===== config.mk =====
export PLATFORM = sky130hd
export DESIGN_NAME = pll_underclock_ctrl
export DESIGN_NICKNAME = d
export VERILOG_FILES = /design/src/rtl/pll_ctrl_pkg.sv /design/src/rtl/mgmt_avalon_writer.sv /design/src/rtl/pll_underclock_ctrl.sv
export SDC_FILE = /design/constraint.sdc
export NUM_CORES = 1
export LEC_CHECK = 0
export BUFFER_PORTS_ARGS = -buffer_cell sky130_fd_sc_hd__buf_2
export CAP_MARGIN = 5
export CORE_ASPECT_RATIO = 1.2
export CORE_MARGIN = 4
export CORE_UTILIZATION = 40
export DETAILED_ROUTE_END_ITERATION = 6
export PLACE_DENSITY = 0.68
export REMOVE_ABC_BUFFERS = 1
export SYNTH_ARGS = -nofsm -noshare
export SYNTH_HDL_FRONTEND = slang
export SYNTH_SLANG_ARGS = --single-unit

===== constraint.sdc =====
create_clock -name clk_sys -period 4.6 [get_ports clk_sys]
set_clock_uncertainty 0.05 [all_clocks]
set_input_delay 0.23 -clock clk_sys [delete_from_list [all_inputs] [get_ports clk_sys]]
set_output_delay 0.23 -clock clk_sys [all_outputs]
set_load 0.02 [all_outputs]

===== src/rtl/pll_ctrl_pkg.sv =====
// Shared definitions for the PLL underclock controller: FSM state encoding
// and the reconfiguration-controller register map.
package pll_ctrl_pkg;

    localparam int ADDR_W = 6;

    typedef enum logic [2:0] {
        ST_IDLE      = 3'd0,
        ST_WR_MODE   = 3'd1,
        ST_GAP1      = 3'd2,
        ST_WR_FRAC   = 3'd3,
        ST_GAP2      = 3'd4,
        ST_WR_START  = 3'd5,
        ST_LOCK_WAIT = 3'd6,
        ST_DONE      = 3'd7
    } ctrl_state_t;

    localparam logic [ADDR_W-1:0] REG_MODE  = 6'd0;
    localparam logic [ADDR_W-1:0] REG_START = 6'd2;
    localparam logic [ADDR_W-1:0] REG_KFRAC = 6'd7;

endpackage


===== src/rtl/mgmt_avalon_writer.sv =====
// Single Avalon-MM write: accepts a start request when idle and holds the
// strobe, address and data until the slave drops waitrequest.
module mgmt_avalon_writer
    import pll_ctrl_pkg::*;
(
    input  logic              clk_sys,
    input  logic              reset,
    input  logic              start,
    input  logic [ADDR_W-1:0] addr,
    input  logic [31:0]       data,
    input  logic              mgmt_waitrequest,
    output logic              mgmt_write,
    output logic [ADDR_W-1:0] mgmt_address,
    output logic [31:0]       mgmt_writedata,
    output logic              wr_done
);

    // Completion is the cycle the slave accepts; the FSM advances on it.
    assign wr_done = mgmt_write & ~mgmt_waitrequest;

    always_ff @(posedge clk_sys or posedge reset) begin
        if (reset) begin
            mgmt_write     <= 1'b0;
            mgmt_address   <= '0;
            mgmt_writedata <= '0;
        end else if (!mgmt_write) begin
            if (start) begin
                mgmt_write     <= 1'b1;
                mgmt_address   <= addr;
                mgmt_writedata <= data;
            end
        end else if (!mgmt_waitrequest) begin
            mgmt_write     <= 1'b0;
            mgmt_address   <= '0;
            mgmt_writedata <= '0;
        end
    end

endmodule


===== src/rtl/pll_underclock_ctrl.sv =====
// Reprograms the PLL K-fraction for native or underclock mode via three
// management writes. Define PLL_UNDERCLOCK_LOCK_WAIT_EN to wait for PLL lock.
module pll_underclock_ctrl
    import pll_ctrl_pkg::*;
#(
    parameter logic [31:0] FRAC_NATIVE  = 32'd3639383488,
    parameter logic [31:0] FRAC_UNDER   = 32'd3262113561,
    parameter int          GAP_CYCLES   = 3,
    parameter logic [19:0] LOCK_TIMEOUT = 20'd500000
) (
    input  logic        clk_sys,
    input  logic        reset,
    input  logic        req_underclock,
    input  logic        mgmt_waitrequest,
    output logic        mgmt_write,
    output logic [5:0]  mgmt_address,
    output logic [31:0] mgmt_writedata,
    input  logic        pll_locked,
    output logic        busy,
    output logic        applied,
    output logic        done,
    output logic        lock_err
);

    localparam logic [3:0] GAP_LAST = 4'(GAP_CYCLES - 1);

    ctrl_state_t       state;
    logic              req_s1, req_s2, req_prev;
    logic              req_stable, start_seq;
    logic              target;
    logic [3:0]        gap_cnt;
    logic              wr_start, wr_done;
    logic [ADDR_W-1:0] wr_addr;
    logic [31:0]       wr_data;

    // NOTE: sequential state uses non-blocking assignments so every flop samples pre-edge values.
    always_ff @(posedge clk_sys or posedge reset) begin
        if (reset) begin
            req_s1   <= 1'b0;
            req_s2   <= 1'b0;
            req_prev <= 1'b0;
        end else begin
            req_s1   <= req_underclock;
            req_s2   <= req_s1;
            req_prev <= req_s2;
        end
    end

    assign req_stable = (req_s2 == req_prev);
    assign start_seq  = (state == ST_IDLE) && req_stable && (req_s2 != applied);
    assign busy       = (state != ST_IDLE);
    assign done       = (state == ST_DONE);

`ifdef PLL_UNDERCLOCK_LOCK_WAIT_EN
    localparam logic [20:0] LOCK_SETTLE = 21'd16;
    localparam logic [20:0] LOCK_LAST   = LOCK_SETTLE + 21'(LOCK_TIMEOUT) - 21'd1;

    logic        lock_s1, lock_s2;
    logic [20:0] lock_cnt;
    logic        lock_expired, lock_exit;

    assign lock_expired = (lock_cnt == LOCK_LAST);
    assign lock_exit    = (lock_cnt >= LOCK_SETTLE) && (lock_s2 || lock_expired);

    always_ff @(posedge clk_sys or posedge reset) begin
        if (reset) begin
            lock_s1  <= 1'b0;
            lock_s2  <= 1'b0;
            lock_cnt <= '0;
            lock_err <= 1'b0;
        end else begin
            lock_s1 <= pll_locked;
            lock_s2 <= lock_s1;
            if (state != ST_LOCK_WAIT)
                lock_cnt <= '0;
            else if (!lock_exit)
                lock_cnt <= lock_cnt + 21'd1;
            if (start_seq)
                lock_err <= 1'b0;
            else if (state == ST_LOCK_WAIT && lock_expired && !lock_s2)
                lock_err <= 1'b1;
        end
    end
`else
    logic unused_lock;
    assign unused_lock = pll_locked ^ LOCK_TIMEOUT[0];
    assign lock_err    = 1'b0;
`endif

    // Writes are launched on the cycle the FSM moves into the write state, so
    // each gap is exactly GAP_CYCLES idle bus cycles.
    // NOTE: every always_comb output gets a default first so no latch is inferred.
    always_comb begin
        wr_start = 1'b0;
        wr_addr  = '0;
        wr_data  = '0;
        case (state)
            ST_IDLE: if (start_seq) begin
                wr_start = 1'b1;
                wr_addr  = REG_MODE;
            end
            ST_GAP1: if (gap_cnt == 4'd0) begin
                wr_start = 1'b1;
                wr_addr  = REG_KFRAC;
                wr_data  = target ? FRAC_UNDER : FRAC_NATIVE;
            end
            ST_GAP2: if (gap_cnt == 4'd0) begin
                wr_start = 1'b1;
                wr_addr  = REG_START;
            end
            default: ;
        endcase
    end

    always_ff @(posedge clk_sys or posedge reset) begin
        if (reset) begin
            state   <= ST_IDLE;
            target  <= 1'b0;
            applied <= 1'b0;
            gap_cnt <= '0;
        end else begin
            case (state)
                ST_IDLE: if (start_seq) begin
                    state  <= ST_WR_MODE;
                    target <= req_s2;
                end
                ST_WR_MODE: if (wr_done) begin
                    state   <= ST_GAP1;
                    gap_cnt <= GAP_LAST;
                end
                ST_GAP1: if (gap_cnt == 4'd0) state <= ST_WR_FRAC;
                         else gap_cnt <= gap_cnt - 4'd1;
                ST_WR_FRAC: if (wr_done) begin
                    state   <= ST_GAP2;
                    gap_cnt <= GAP_LAST;
                end
                ST_GAP2: if (gap_cnt == 4'd0) state <= ST_WR_START;
                         else gap_cnt <= gap_cnt - 4'd1;
                ST_WR_START: if (wr_done) begin
`ifdef PLL_UNDERCLOCK_LOCK_WAIT_EN
                    state <= ST_LOCK_WAIT;
`else
                    state <= ST_DONE;
`endif
                end
`ifdef PLL_UNDERCLOCK_LOCK_WAIT_EN
                ST_LOCK_WAIT: if (lock_exit) state <= ST_DONE;
`endif
                ST_DONE: begin
                    applied <= target;
                    state   <= ST_IDLE;
                end
                default: state <= ST_IDLE;
            endcase
        end
    end

    mgmt_avalon_writer u_writer (
        .clk_sys          (clk_sys),
        .reset            (reset),
        .start            (wr_start),
        .addr             (wr_addr),
        .data             (wr_data),
        .mgmt_waitrequest (mgmt_waitrequest),
        .mgmt_write       (mgmt_write),
        .mgmt_address     (mgmt_address),
        .mgmt_writedata   (mgmt_writedata),
        .wr_done          (wr_done)
    );

endmodule

==> results.json, run 1 <==
{
  "cp_max_fo": 10,
  "holdWs_ps": -21.2,
  "arrival_ps": 1450,
  "avgSynthCellArea_um2": 10.0,
  "final_cells": 163,
  "post-dp-hpwl_mm": 1.46,
  "r2r_start": "gap_cnt[0]",
  "antenna_found_initial": 0,
  "die_y_um": 67.6,
  "synth-edff-count": 0,
  "grt_pass1_vias": 776,
  "required_ps": 4320,
  "worstHoldPathType": "in2async",
  "setup_violations": 0,
  "post-route-cell-area_um2": 1180,
  "fmax_mhz": 579,
  "core-area_um2": 2810,
  "track_usage": 0.114,
  "cp_cell_sequence": "nor3_2 -> inv_1 -> buf_2",
  "async_flop_share": 1.00,
  "outcome": "finished, violations left",
  "cts_buffers": 3,
  "nNetsFinal": 137,
  "portBuffers": 34,
  "synth_top_area_frac": 0.381,
  "cp-start-kind": "flip-flop",
  "endpoint_kind": "primary output",
  "firstDrtPassIters": 3,
  "tightest_slew_ps": 689,
  "io_pins": 48,
  "slew-limit-headroom": 0.540,
  "cts_sinks": 18,
  "cts-htree-levels": 1,
  "path_class": "reg2out",
  "crit_family": "flip-flops",
  "wl_mm": 1.88,
  "fin_ws_ps": 2870,
  "cts_tree": "built",
  "dieArea_um2": 3890,
  "timing.rr.end": "u_writer.mgmt_writedata[28]",
  "row_count": 21,
  "synthCells": 118,
  "gr-total-overflow": 0,
  "ys_ff_latch": 18,
  "yosysUniqueCellTypes": 37,
  "setup-tns-final_ps": 0,
  "violations": "negative hold slack",
  "critical_path.startpoint": "state[0]",
  "initial_utilization": 0.421,
  "rrSetupSlack_ps": 2900,
  "dpl_worst_slack_ps": 2890,
  "place_congestion": 0.684,
  "synth_top_area_cell": "dfrtp_1",
  "multi_input_area_um2": 457,
  "nFillCells": 281,
  "drc": 0,
  "p_per_area_nw_per_um2": 213,
  "synth_area_leaders": "dfrtp_1 (38%), buf_4 (22%), nand2b_1 (2.6%)",
  "clkLatencyLatePin_ps": 290,
  "yosysWarnings": 0,
  "synth_area_um2": 1180,
  "layout_common_cells": "buf_2 (34), dfrtp_1 (18), conb_1 (12)",
  "worst_ir_drop_vdd_mv": 0.124,
  "dr.first_iter.drc_count": 8,
  "area_growth_pct": -0.317,
  "rsz0062_at_grt": "no",
  "wl_per_cell_um": 11.5,
  "drive_gt1_frac": 0.380,
  "vias": 758,
  "maxSlewViolCount": 0,
  "avgViaCountPerCell": 4.65,
  "hold_violations": 18,
  "grt_max_degree": 19,
  "diodes": 0,
  "r2r_cells": 6,
  "max_stage_delay_ps": 550,
  "drtAntennaViolNets": 0,
  "cp_num_buf_inv": 2,
  "final_common_cell": "buf_2",
  "dpl_cell_area_um2": 1150,
  "cts-root-buf": "clkbuf_4",
  "min_period_ps": 1730,
  "period_share": 0.375,
  "maxCapViolations": 0,
  "power_leakage_nw": 0.563,
  "register_area_um2": 450,
  "die_x_um": 57.6,
  "cpMaxStageDelayCell": "dfrtp_1",
  "cts.path.max_buffers": 2,
  "dp_cells": 159,
  "total_power_mw": 0.251,
  "synth-seq-area-share": 0.381,
  "grt_first_pass_wirelength_mm": 3.37,
  "ys.flop_type": "dfrtp_1",
  "clk_pin_slew_worst_paths_ps": 90
}
==> flip-flops by register name (all words and copies together), names as in the netlist <==
register / count
gap_cnt: 4
state: 3
u_writer.mgmt_writedata: 3
u_writer.mgmt_address: 2
applied: 1
req_prev: 1
req_s1: 1
req_s2: 1
target: 1
u_writer.mgmt_write: 1
==> cells in the mapped netlist, drive strengths merged (2+ instances only) <==
library cell	instances
buf	38
dfrtp	18
nand2	8
inv	7
nand2b	5
nor2	5
nor3	5
o21ai	5
mux2i	3
a21o	2
a21oi	2
o22ai	2
xnor2	2
==> power by group <==
group	internal (mW)	switching, mW
registers	0.159	0.000840
logic	0.00211	0.0127
clock network	0.0305	0.0453
total	0.192	0.0589
==> layout make-up <==
type | count | share of cell area
well taps | 34 | 0.0361
repair buffers | 35 | 0.153
clock buffers | 3 | 0.0191
multi-input cells | 66 | 0.387
flip-flops and latches | 18 | 0.382
inverters | 7 | 0.0223
==> worst max-delay path by stage <==
stage	end	slack, ps	depth (start not counted)
after floorplan	u_writer.mgmt_writedata[30]	2840	2
after global placement	u_writer.mgmt_writedata[28]	2920	6
after CTS	busy	2840	3
final	busy	2870	3
after global routing	u_writer.mgmt_writedata[25]	2750	6
after detailed placement	u_writer.mgmt_writedata[28]	2890	6
==> metal layers <==
layer	global-route usage	share of wire
met4	0.0696	0.020
met2	0.192	0.48
met1	0.129	0.40
met5	0	0
met3	0.0268	0.097
==> metrics by stage <==
step | utilization | hold WS (ps)
floorplan | - | 119
global placement | 0.408 | 284
detailed placement | 0.408 | 288
CTS | 0.419 | 3.20
global route | 0.419 | 48.4
finish | 0.419 | -21.2
==> cell families after synthesis <==
group                      synth area share
buffers and inverters                 0.268
and+or+nand+nor                       0.178
DFF                                   0.381
AOI/OAI and AO/OA                    0.0942
muxes                                0.0349
xor gates and xnor gates             0.0307
adders and majority gates            0.0106
other                               0.00317
==> what timing repair did <==
action / CTS / global route
hold endpoints to repair: 1 / 0
endpoints found under the setup margin: 0 / 0
resized for setup: 0 / 0
hold buffers: 1 / 0
setup buffers: 0 / 0
Note: power is estimated with default switching activity, not from simulation.
==> inputs of run 2 (changes only) <==
PLACE_DENSITY = 0.71   (was 0.68)
clock period = 1.5 ns   (was 4.6 ns; I/O delays follow)
==> run 2 against run 1 <==
  * The flow finishes with violations (negative setup slack)
  * Die area stayed put
  * Worst hold slack improved by 340 ps
  * Clock-buffer cell count rose by 1
  * Total power rose to 3.4 times the previous value
  * Clock power rose to 4.0 times the previous value
  * Non-clock buffer count up 22
  * Routed wire length increased by 21%
  * Final area rose by 23%
  * Final cell count rose by 14%
  * Critical path depth is 5 higher
  * Register-to-register slack got worse by 3000 ps
  * Utilization grew 9.5 points
  * Critical path type is now reg2reg
  * Largest cell class unchanged
==> results.json, run 2 (synthesis gave the netlist of run 1 again) <==
{
  "dr.first_iter.drc_count": 11,
  "row_count": 21,
  "cts-root-buf": "clkbuf_4",
  "antenna_found_initial": 0,
  "core-area_um2": 2810,
  "path_class": "reg2reg",
  "post-dp-hpwl_mm": 1.62,
  "worst_ir_drop_vdd_mv": 0.395,
  "post-route-cell-area_um2": 1450,
  "setup_violations": 5,
  "wl_per_cell_um": 12.2,
  "slew-limit-headroom": 0.535,
  "cts_tree": "built",
  "initial_utilization": 0.421,
  "min_delay_path_depth": 0,
  "io_pins": 48,
  "endpoint_kind": "flip-flop",
  "period_share": 1.04,
  "clkLatencyLatePin_ps": 290,
  "layout_common_cells": "buf_2 (33), dfrtp_1 (16), buf_4 (14)",
  "drtAntennaViolNets": 0,
  "cts.path.max_buffers": 2,
  "diodes": 0,
  "p_per_area_nw_per_um2": 582,
  "area_growth_pct": 22.2,
  "wl_mm": 2.26,
  "dpl_cell_area_um2": 1230,
  "cts_sinks": 18,
  "hold_violations": 0,
  "cp-start-kind": "flip-flop",
  "die_y_um": 67.6,
  "worstHoldPathType": "reg2reg",
  "grt_max_degree": 19,
  "track_usage": 0.120,
  "reg.largest.list": "gap_cnt x4, state x3, u_writer.mgmt_writedata x3",
  "die_x_um": 57.6,
  "required_ps": 1680,
  "nNetsFinal": 159,
  "portBuffers": 34,
  "cts-htree-levels": 1,
  "r2r_cells": 8,
  "fmax_mhz": 642,
  "dieArea_um2": 3890,
  "clk_pin_slew_worst_paths_ps": 110,
  "rrSetupSlack_ps": -60,
  "violations": "negative setup slack",
  "final_common_cell": "buf_2",
  "gr-total-overflow": 0,
  "vias": 879,
  "arrival_ps": 1740,
  "grt_pass1_vias": 843,
  "fin_ws_ps": -57.5,
  "outcome": "finished, violations left",
  "drc": 0,
  "avgViaCountPerCell": 4.73,
  "place_congestion": 0.793,
  "maxCapViolations": 0,
  "tightest_slew_ps": 696,
  "drive_gt1_frac": 0.513,
  "firstDrtPassIters": 4,
  "grt_first_pass_wirelength_mm": 3.62,
  "maxSlewViolCount": 0,
  "power_leakage_nw": 0.699,
  "total_power_mw": 0.841,
  "min_period_ps": 1560,
  "largest_register_ffs": 4,
  "rsz0062_at_grt": "yes",
  "cp_max_fo": 4,
  "cts_buffers": 3,
  "regMostFlops": "gap_cnt"
}
-- run 2: cell types whose count changed in the layout (fill, tap and decap cells not counted), moves of 2 or more --
cell	previous run	this run
buf_6	0	5
dfrtp_1	18	16
inv_2	1	3
dfrtp_2	0	2
buf_12	0	2
inv_1	6	4
buf_4	0	14
dlygate4sd3_1	1	3
-- run 2: area by class of cell --
| cell class | count | area (um2) |
|---|---|---|
| flip-flops and latches | 18 | 453 |
| clock buffers | 4 | 36.3 |
| repair buffers | 57 | 397 |
| fillers | 241 | 1370 |
| multi-input cells | 66 | 490 |
| well taps | 34 | 42.5 |
| inverters | 7 | 26.3 |
-- run 2: metal layers --
| metal | vias up | part of all wire | track usage | wire, um |
|---|---|---|---|---|
| li1 | 409 | - | - | - |
| met1 | 426 | 0.39 | 0.141 | 873 |
| met2 | 42 | 0.52 | 0.215 | 1190 |
| met3 | 2 | 0.081 | 0.0210 | 183 |
| met4 | 0 | 0.0084 | 0.0522 | 19 |
| met5 | - | 0 | 0 | 0 |
-- run 2: worst paths after layout --
check                            from          to
min in group asynchronous       reset  gap_cnt[1]
min                            req_s1      req_s2
max                        gap_cnt[0]  gap_cnt[1]
max reg2reg                gap_cnt[0]  gap_cnt[1]
min reg2reg                    req_s1      req_s2
max in group asynchronous       reset    state[1]
-- run 2: repair_timing --
| action | 4_1_cts | 5_1_grt |
|---|---|---|
| cloned | 0 | 0 |
| buffers inserted | 5 | 7 |
| pin swaps | 10 | 7 |
| endpoints found under the hold margin | 20 | 0 |
| gates resized for setup | 9 | 7 |
| hold buffers | 3 | 0 |
| endpoints found under the setup margin | 12 | 11 |
-- run 2: power breakdown --
part	switching, mW	internal (mW)
Clock	0.152	0.148
Combinational	0.0396	0.00981
Sequential	0.00268	0.489
-- run 2: per-stage QoR --
step	worst slack [ps]	cells	utilization	setup TNS (ps)	hold WS (ps)
2_1_floorplan	-255	91	-	-627	-36.4
3_3_place_gp	-14.3	168	0.436	-31.6	134
3_5_place_dp	-90.0	168	0.436	-266	135
4_1_cts	-18.9	179	0.486	-37.9	317
5_1_grt	-170	186	0.514	-1210	341
6_report	-57.5	186	0.514	-142	316
-- run 2: worst max-delay path, cell delays in order, from the launching register on --
cell     delay (ps)
dfrtp_1         380
inv_2            60
ha_4            150
nor3b_4         150
buf_6           130
nor3_4          250
buf_4           160
nor3_2           30
a21oi_1         110
